**config.mk**
```make
export PLATFORM = sky130hd
export DESIGN_NAME = reg_write_queue
export DESIGN_NICKNAME = d
export VERILOG_FILES = /design/src/rtl/reg_file_pkg.sv /design/src/rtl/fwd_lookup.sv /design/src/rtl/reg_write_queue.sv
export SDC_FILE = /design/constraint.sdc
export NUM_CORES = 1
export LEC_CHECK = 0
export CORE_AREA = 5 5 101 103
export DETAILED_ROUTE_END_ITERATION = 16
export DIE_AREA = 0 0 106 108
export MAX_ROUTING_LAYER = met4
export PLACE_DENSITY_LB_ADDON = 0.1
export SLEW_MARGIN = 20
export SYNTH_ARGS = -nofsm -noshare
export SYNTH_HDL_FRONTEND = slang
export SYNTH_SLANG_ARGS = --single-unit
```
**constraint.sdc**
```tcl
create_clock -name CLOCK -period 5.55 [get_ports CLOCK]
set_clock_uncertainty 0.1 [all_clocks]
set_input_delay 1.11 -clock CLOCK [delete_from_list [all_inputs] [get_ports CLOCK]]
set_output_delay 1.11 -clock CLOCK [all_outputs]
set_load 0.05 [all_outputs]
```
**src/rtl/reg_file_pkg.sv**
```systemverilog
// Shared register-file definitions used by the writeback queue and the
// register file itself.
//   RF_DATA_WIDTH : default register data width
//   RF_ADDR_WIDTH : default register address width (32 registers)
//   REG_ZERO      : hard-wired zero register; writes to it are dropped
package reg_file_pkg;
  localparam int RF_DATA_WIDTH = 8;
  localparam int RF_ADDR_WIDTH = 5;
  localparam int REG_ZERO      = 0;
endpackage

```
**src/rtl/fwd_lookup.sv**
```systemverilog
// Forwarding lookup over the pending-write FIFO.
// Entries are scanned in age order starting at the head, so the last match
// found is the youngest pending write to that register.
//   i_la    : lookup address
//   i_addr  : entry address storage (indexed by FIFO slot)
//   i_data  : entry data storage
//   i_head  : slot of the oldest pending entry
//   i_count : number of pending entries
//   o_hit   : a pending write to i_la exists (never for the zero register)
//   o_data  : youngest matching data, 0 on miss
module fwd_lookup
  import reg_file_pkg::*;
#(
  parameter int DEPTH      = 4,
  parameter int DATA_WIDTH = RF_DATA_WIDTH,
  parameter int ADDR_WIDTH = RF_ADDR_WIDTH
) (
  input  logic [ADDR_WIDTH-1:0]            i_la,
  input  logic [DEPTH-1:0][ADDR_WIDTH-1:0] i_addr,
  input  logic [DEPTH-1:0][DATA_WIDTH-1:0] i_data,
  input  logic [$clog2(DEPTH)-1:0]         i_head,
  input  logic [$clog2(DEPTH):0]           i_count,
  output logic                             o_hit,
  output logic [DATA_WIDTH-1:0]            o_data
);
  localparam int PW = $clog2(DEPTH);

  logic [PW-1:0] w_idx;

  always_comb begin
    o_hit  = 1'b0;
    o_data = '0;
    w_idx  = '0;
    for (int k = 0; k < DEPTH; k++) begin
      w_idx = i_head + PW'(k);
      if ((k < int'(i_count)) && (i_la != ADDR_WIDTH'(REG_ZERO)) &&
          (i_addr[w_idx] == i_la)) begin
        o_hit  = 1'b1;
        o_data = i_data[w_idx];
      end
    end
  end
endmodule

```
**src/rtl/reg_write_queue.sv**
```systemverilog
// Register writeback queue: in-order FIFO of {addr, data} writes that drains
// into the register file write port one entry per cycle unless HOLD is set,
// with two combinational forwarding lookups for operand reads.
//   CLOCK, RESET          : clock, synchronous active-high reset
//   IN_VALID/IN_READY     : request handshake, IN_ADDR/IN_DATA payload
//   HOLD                  : register file write port busy, stalls draining
//   WE/A3/WD              : register file write port (head entry)
//   LA1/LA2               : forwarding lookup addresses
//   FWDn_HIT/FWDn_DATA    : youngest pending write for LAn
//   COUNT                 : number of pending entries
module reg_write_queue
  import reg_file_pkg::*;
#(
  parameter int DEPTH      = 4,
  parameter int DATA_WIDTH = RF_DATA_WIDTH,
  parameter int ADDR_WIDTH = RF_ADDR_WIDTH
) (
  input  logic                    CLOCK,
  input  logic                    RESET,
  input  logic                    IN_VALID,
  output logic                    IN_READY,
  input  logic [ADDR_WIDTH-1:0]   IN_ADDR,
  input  logic [DATA_WIDTH-1:0]   IN_DATA,
  input  logic                    HOLD,
  output logic [ADDR_WIDTH-1:0]   A3,
  output logic                    WE,
  output logic [DATA_WIDTH-1:0]   WD,
  input  logic [ADDR_WIDTH-1:0]   LA1,
  input  logic [ADDR_WIDTH-1:0]   LA2,
  output logic                    FWD1_HIT,
  output logic                    FWD2_HIT,
  output logic [DATA_WIDTH-1:0]   FWD1_DATA,
  output logic [DATA_WIDTH-1:0]   FWD2_DATA,
  output logic [$clog2(DEPTH):0]  COUNT
);
  localparam int            PW      = $clog2(DEPTH);
  localparam logic [PW:0]   C_DEPTH = (PW+1)'(DEPTH);

  logic [DEPTH-1:0][ADDR_WIDTH-1:0] r_addr;
  logic [DEPTH-1:0][DATA_WIDTH-1:0] r_data;
  logic [PW-1:0]                    r_wr_ptr;
  logic [PW-1:0]                    r_rd_ptr;
  logic [PW:0]                      r_count;

  logic w_accept;
  logic w_push;
  logic w_pop;

  assign IN_READY = (r_count < C_DEPTH);
  assign w_accept = IN_VALID && IN_READY;
  // Writes to the zero register complete the handshake but are not stored.
  assign w_push   = w_accept && !RESET && (IN_ADDR != ADDR_WIDTH'(REG_ZERO));
  assign w_pop    = (r_count != '0) && !HOLD;

  assign WE    = w_pop;
  assign A3    = w_pop ? r_addr[r_rd_ptr] : '0;
  assign WD    = w_pop ? r_data[r_rd_ptr] : '0;
  assign COUNT = r_count;

  always_ff @(posedge CLOCK) begin
    if (RESET) begin
      r_wr_ptr <= '0;
      r_rd_ptr <= '0;
      r_count  <= '0;
    end else begin
      if (w_push) r_wr_ptr <= r_wr_ptr + 1'b1;
      if (w_pop)  r_rd_ptr <= r_rd_ptr + 1'b1;
      r_count <= r_count + {{PW{1'b0}}, w_push} - {{PW{1'b0}}, w_pop};
    end
  end

  // Slot storage needs no reset: occupancy is defined by pointers and count.
  always_ff @(posedge CLOCK) begin
    if (w_push) begin
      r_addr[r_wr_ptr] <= IN_ADDR;
      r_data[r_wr_ptr] <= IN_DATA;
    end
  end

  fwd_lookup #(.DEPTH(DEPTH), .DATA_WIDTH(DATA_WIDTH), .ADDR_WIDTH(ADDR_WIDTH)) u_fwd1 (
    .i_la(LA1), .i_addr(r_addr), .i_data(r_data), .i_head(r_rd_ptr),
    .i_count(r_count), .o_hit(FWD1_HIT), .o_data(FWD1_DATA)
  );

  fwd_lookup #(.DEPTH(DEPTH), .DATA_WIDTH(DATA_WIDTH), .ADDR_WIDTH(ADDR_WIDTH)) u_fwd2 (
    .i_la(LA2), .i_addr(r_addr), .i_data(r_data), .i_head(r_rd_ptr),
    .i_count(r_count), .o_hit(FWD2_HIT), .o_data(FWD2_DATA)
  );
endmodule

```
# ---- Yosys cells after proc, flatten, opt, wreduce, memory -nomap -nowiden
# Cells that the tools add are included.
dict set report word_totals {
  memories 0
  input_bits 27
  rom_bits 0
  mem_bits_rw 0
  latch_bits 0
  regBits 59
}
dict set report classes {
  order_cmp 11
  mux 40
  addsub 6
  div_mod_pow 0
  n_mul 0
  shifts 0
  eq_ne 8
  reduce_logical 27
  bitwise_logic 0
}
# operator n
set ops {}
lappend ops {{$mux 8} 14}
lappend ops {{$bmux 8 s2} 4}
lappend ops {{$bmux 5 s2} 4}
lappend ops {{$eq 5x5->1} 8}
lappend ops {{$bwmux 32} 1}
lappend ops {{$mux 5} 6}
lappend ops {{$logic_and 1x1->1} 21}
lappend ops {{$bwmux 20} 1}
lappend ops {{$demux 8 s2} 1}
lappend ops {{$lt 2x3->1 const B} 5}
lappend ops {{$reduce_bool 5->1} 3}
lappend ops {{$demux 5 s2} 1}
lappend ops {{$mux 1} 8}
lappend ops {{$lt 1x3->1 const A} 2}
lappend ops {{$lt 2x3->1 const A} 2}
lappend ops {{$add 2x1->2 const B} 2}
lappend ops {{$add 2x2->2 const B} 2}
lappend ops {{$add 3x1->3} 1}
lappend ops {{$lt 3x3->1 const B} 1}
lappend ops {{$reduce_bool 3->1} 1}
lappend ops {{$sub 3x1->3} 1}
lappend ops {{$ge 2x1->1 const B} 1}
lappend ops {{$logic_not 1->1} 2}

# ---- Depth between registers and ports, before layout
dict set report depth {
  depth_word 8
  depth_mapped 10
  mapped_depth_nobuf 10
}

# ---- Hierarchy
# From an unflattened synthesis, not the netlist that was laid out.
dict set report hier_totals {
  cells_unflattened 625
  area_unflattened_um2 6308.6
}
# mod area_per_inst_um2 cells_each instances
set by_module_without_submodules {}
lappend by_module_without_submodules {fwd_lookup 1931.9 246 2}
lappend by_module_without_submodules {reg_write_queue 2444.8 133 1}

# ---- Worst setup path before layout
# No wires, ideal clock.
dict set report synth_path {
  kind {input to output}
  from {in LA2[1]}
  to {out FWD2_DATA[0]}
  path_buffers 2
  arrival_time_ns 3.516
  setup_slack_ns 0.824
  required_ns 4.340
  path_stages 8
  cell_sequence {clkbuf_1 > nor4_1 > a211oi_2 > a21oi_1 > or4_4 > buf_6 > mux2_4 > a31oi_1}
}
dict set report synth_via {
  elab_chain_cells 7
}
# item line
set synth_lines {}
lappend synth_lines {{from (decl)} reg_write_queue.sv:29} ;# input logic [ADDR_WIDTH-1:0] LA2,
lappend synth_lines {{$reduce_bool 5->1} fwd_lookup.sv:36} ;# if ((k < int'(i_count)) && (i_la != ADDR_WIDTH'(REG_ZERO)) &&
lappend synth_lines {{$logic_and 1x1->1 (2 in series)} fwd_lookup.sv:36}
lappend synth_lines {{$mux 8 (3 in series)} fwd_lookup.sv:36}
lappend synth_lines {{$mux 8 (*)} fwd_lookup.sv:36}
lappend synth_lines {{to (decl)} reg_write_queue.sv:33} ;# output logic [DATA_WIDTH-1:0] FWD2_DATA,
# Mark *: on every way between the ends. The rest lies on a longest branch, timed or not.

# ---- Final worst setup path
dict set report layout_path {
  from {in LA2[2]}
  to {out FWD2_DATA[0]}
}
# The elaborated chain is that of the path after synthesis.

==> summary.txt <==
========================================================================================================
DR pass1 iterations                                                                                    5
Worst Path Max Fanout                                                                                  6
Die width                                                                                         106 um
WL met1                                                                                          5230 um
Maximum number of pins on one net before global-route repair                                          33
Gp weighted congestion                                                                             0.912
Count of final max-slew check failures                                                                 0
Placement row count                                                                                   35
Leakage                                                                                          1.77 nW
Final number of setup-violating endpoints                                                              0
Total Power Consumption                                                                          2.09 mW
TNS Setup                                                                                           0 ns
Post-CTS setup buffer count                                                                            0
Post-CTS clock slew at the launch and capture registers of the worst setup and hold paths        0.06 ns
Post-route DRC violation count                                                                         0
Met3 Routed Length                                                                                680 um
Die Y                                                                                             108 um
Number of flops mapped to enable cells by yosys                                                       52
WP data required                                                                                 4.34 ns
Max_cap viols                                                                                          0
Flop2flop setup slack                                                                            3.25 ns
First-pass GRT wire length                                                                      17500 um
Routed wire length on met2                                                                       4900 um
Category of the most critical setup path                                                          in2out
I/O pin total                                                                                         63
Number of clock buffers inserted by TritonCTS                                                          9
Startpoint type of the worst setup path                                                       input port
Arr. time, crit path                                                                             3.82 ns
Setup repair after global routing missed its margin                                                false
Share of synthesized area occupied by flip-flops and latches                                       37.8%
Number of sinks on the clock net                                                                      59
Number of nets in the finished design                                                                496
Antenna violations before repair                                                                       0
Root buffer cell                                                                            sky130_fd_sc_hd__clkbuf_8
Placed wire-length estimate after detailed placement                                             8550 um
Async set or reset register ratio after synthesis                                                     0%
Most used standard cell by instance count after synthesis                                   sky130_fd_sc_hd__edfxtp_1
Cell type with the highest aggregate area in the netlist                                    sky130_fd_sc_hd__edfxtp_1
Worst min-delay path category                                                                    reg2reg
Number of global-route vias before repair                                                           3152
Number of buffers on the longest clock path                                                            2
Vias post-DR                                                                                        3360
Total standard cell area after synthesis                                                        4500 um2
Hold Vio Cnt, Final                                                                                    0
Ys flop type                                                                                sky130_fd_sc_hd__edfxtp_1
Share of the clock period used by the worst path                                                   90.7%
Source-to-sink clock delay at the later pin of the worst-skew pair                               0.32 ns
Count of yosys warnings during synthesis                                                               0
Synthesized area divided by synthesized cell count                                              11.0 um2
Quantity of hold-fixing buffers added after cts                                                        0
Pin slew with the least headroom to its limit                                                    1.08 ns
Quantity of I/O buffers inserted on ports                                                             62
Ranking of synthesized cells by instance count                                              sky130_fd_sc_hd__edfxtp_1 (52), sky130_fd_sc_hd__mux2i_1 (47), sky130_fd_sc_hd__xnor2_1 (38)
Post-synthesis sequential element count                                                               59
WL per Instance                                                                                  18.9 um
Layout cells sized above 1                                                                         18.1%
Number of standard cells in the final layout excluding fillers                                       576
Core area                                                                                       9110 um2
Power density over cell area                                                                  388 nW/um2
Post-DRT Antenna Nets                                                                                  0
All-layer global routing usage                                                                     20.2%
CP Capture Type                                                                               output pin
Uppermost layer routed                                                                              met4
Cell total after placement                                                                           560
Diodes inserted                                                                                        0
Iteration-0 DRC Markers                                                                              176
Run status                                                                                  finished clean
Cell types with the largest area share after synthesis                                      sky130_fd_sc_hd__edfxtp_1 (35%), sky130_fd_sc_hd__mux2i_1 (10%), sky130_fd_sc_hd__mux4_2 (10%)
Routed Wire Length                                                                              10900 um
Initial core utilization                                                                           49.4%
Clock tree from TritonCTS                                                                            yes
Gate count of the mapped netlist                                                                     409
Relative slew slack                                                                                27.3%
Die area                                                                                       11400 um2
Worst IR drop on VDD                                                                              184 uV
Final design utilization                                                                           59.2%
Growth of design area from synthesis to finish                                                     19.9%
Fraction of post-synthesis cell area in the top cell type by area                                  34.7%
Post-cts gate resize count                                                                             0
Final worst path period need                                                                     5.03 ns
Synth cell types                                                                                      44
Avg Vias per Cell                                                                                   5.83
Synthesized Nets                                                                                     445
Global route total overflow                                                                            0
Max frequency                                                                                  0.199 GHz
H-tree levels                                                                                          3
========================================================================================================
## report_power, final
part	switching, mW	leakage [nW]	total (mW)	internal, mW
registers	0.0658	0.529	0.580	0.514
clock network	0.147	0.0991	0.364	0.217
logic	0.667	1.15	1.15	0.480
total	0.880	1.77	2.09	1.21
## routing by layer
layer  vias up  track usage, %
met5         -               -
met4         0            5.18
met3         6            2.87
met2       130            29.4
met1      1590            29.9
li1       1634               -
## layout by cell type (no fill, tap or decap), types with 7 or more instances in the layout
cell type,synthesis,routed
sky130_fd_sc_hd__a21oi_1,19,19
sky130_fd_sc_hd__o221ai_1,9,9
sky130_fd_sc_hd__ha_1,8,8
sky130_fd_sc_hd__buf_4,5,19
sky130_fd_sc_hd__inv_1,9,9
sky130_fd_sc_hd__mux4_2,20,20
sky130_fd_sc_hd__clkdlybuf4s50_1,0,44
sky130_fd_sc_hd__mux2i_1,47,47
sky130_fd_sc_hd__nand2_1,36,36
sky130_fd_sc_hd__nor3_1,11,11
sky130_fd_sc_hd__edfxtp_1,52,52
sky130_fd_sc_hd__clkbuf_8,0,10
sky130_fd_sc_hd__mux2_2,10,10
sky130_fd_sc_hd__xnor2_1,38,38
sky130_fd_sc_hd__nand3_1,11,11
sky130_fd_sc_hd__nor2_1,26,26
sky130_fd_sc_hd__a31oi_1,11,11
sky130_fd_sc_hd__buf_12,0,7
sky130_fd_sc_hd__and2_1,17,17
## worst paths after layout
kind,startpoint,to,depth (start not counted)
setup / recovery,LA2[2],FWD2_DATA[0],8
setup reg to reg,COUNT[2]$_SDFF_PP0_,COUNT[2]$_SDFF_PP0_,9
hold / removal,r_wr_ptr[1]$_SDFFE_PP0P_,r_wr_ptr[1]$_SDFFE_PP0P_,2
hold reg to reg,r_wr_ptr[1]$_SDFFE_PP0P_,r_wr_ptr[1]$_SDFFE_PP0P_,2
## metrics by stage
step                      hold slack, ns  cell area (um2)  setup WS, ns
after global routing               0.489             5400         0.321
final                              0.467             5400         0.515
after global placement             0.442             5200         0.673
after floorplan                    0.414             4500         0.824
after CTS                          0.472             5400         0.534
after detailed placement           0.452             5200         0.540
## logic make-up after synthesis
family / share of synthesized area, %
AOI/OAI and AO/OA: 7.42
and+or+nand+nor: 14.9
adders and majority gates: 2.67
DFF: 37.8
buffers and inverters: 4.45
xor gates and xnor gates: 8.17
muxes: 24.5
## state kept, by name, summed over array words and instances (netlist names)
| name | count |
|---|---|
| r_data | 32 |
| r_addr | 20 |
| COUNT | 3 |
| r_rd_ptr | 2 |
| r_wr_ptr | 2 |
## worst max-delay path, stage by stage
cell                              delay [ns]
sky130_fd_sc_hd__clkdlybuf4s50_1        0.65
sky130_fd_sc_hd__nor4_1                 0.15
sky130_fd_sc_hd__a211oi_2               0.23
sky130_fd_sc_hd__a21oi_1                0.08
sky130_fd_sc_hd__nor4_1                 0.94
sky130_fd_sc_hd__nor2_1                 0.22
sky130_fd_sc_hd__a31oi_1                0.22
sky130_fd_sc_hd__buf_4                  0.23
## cell type report
class	count	area, um2
well taps	111	139
repair buffers	70	723
multi-input cells	310	2600
clock inverters	5	52.6
fillers	760	3710
inverters	10	37.5
flip-flops and latches	59	1700
clock buffers	11	141
Power figures use the tool's default switching activity.
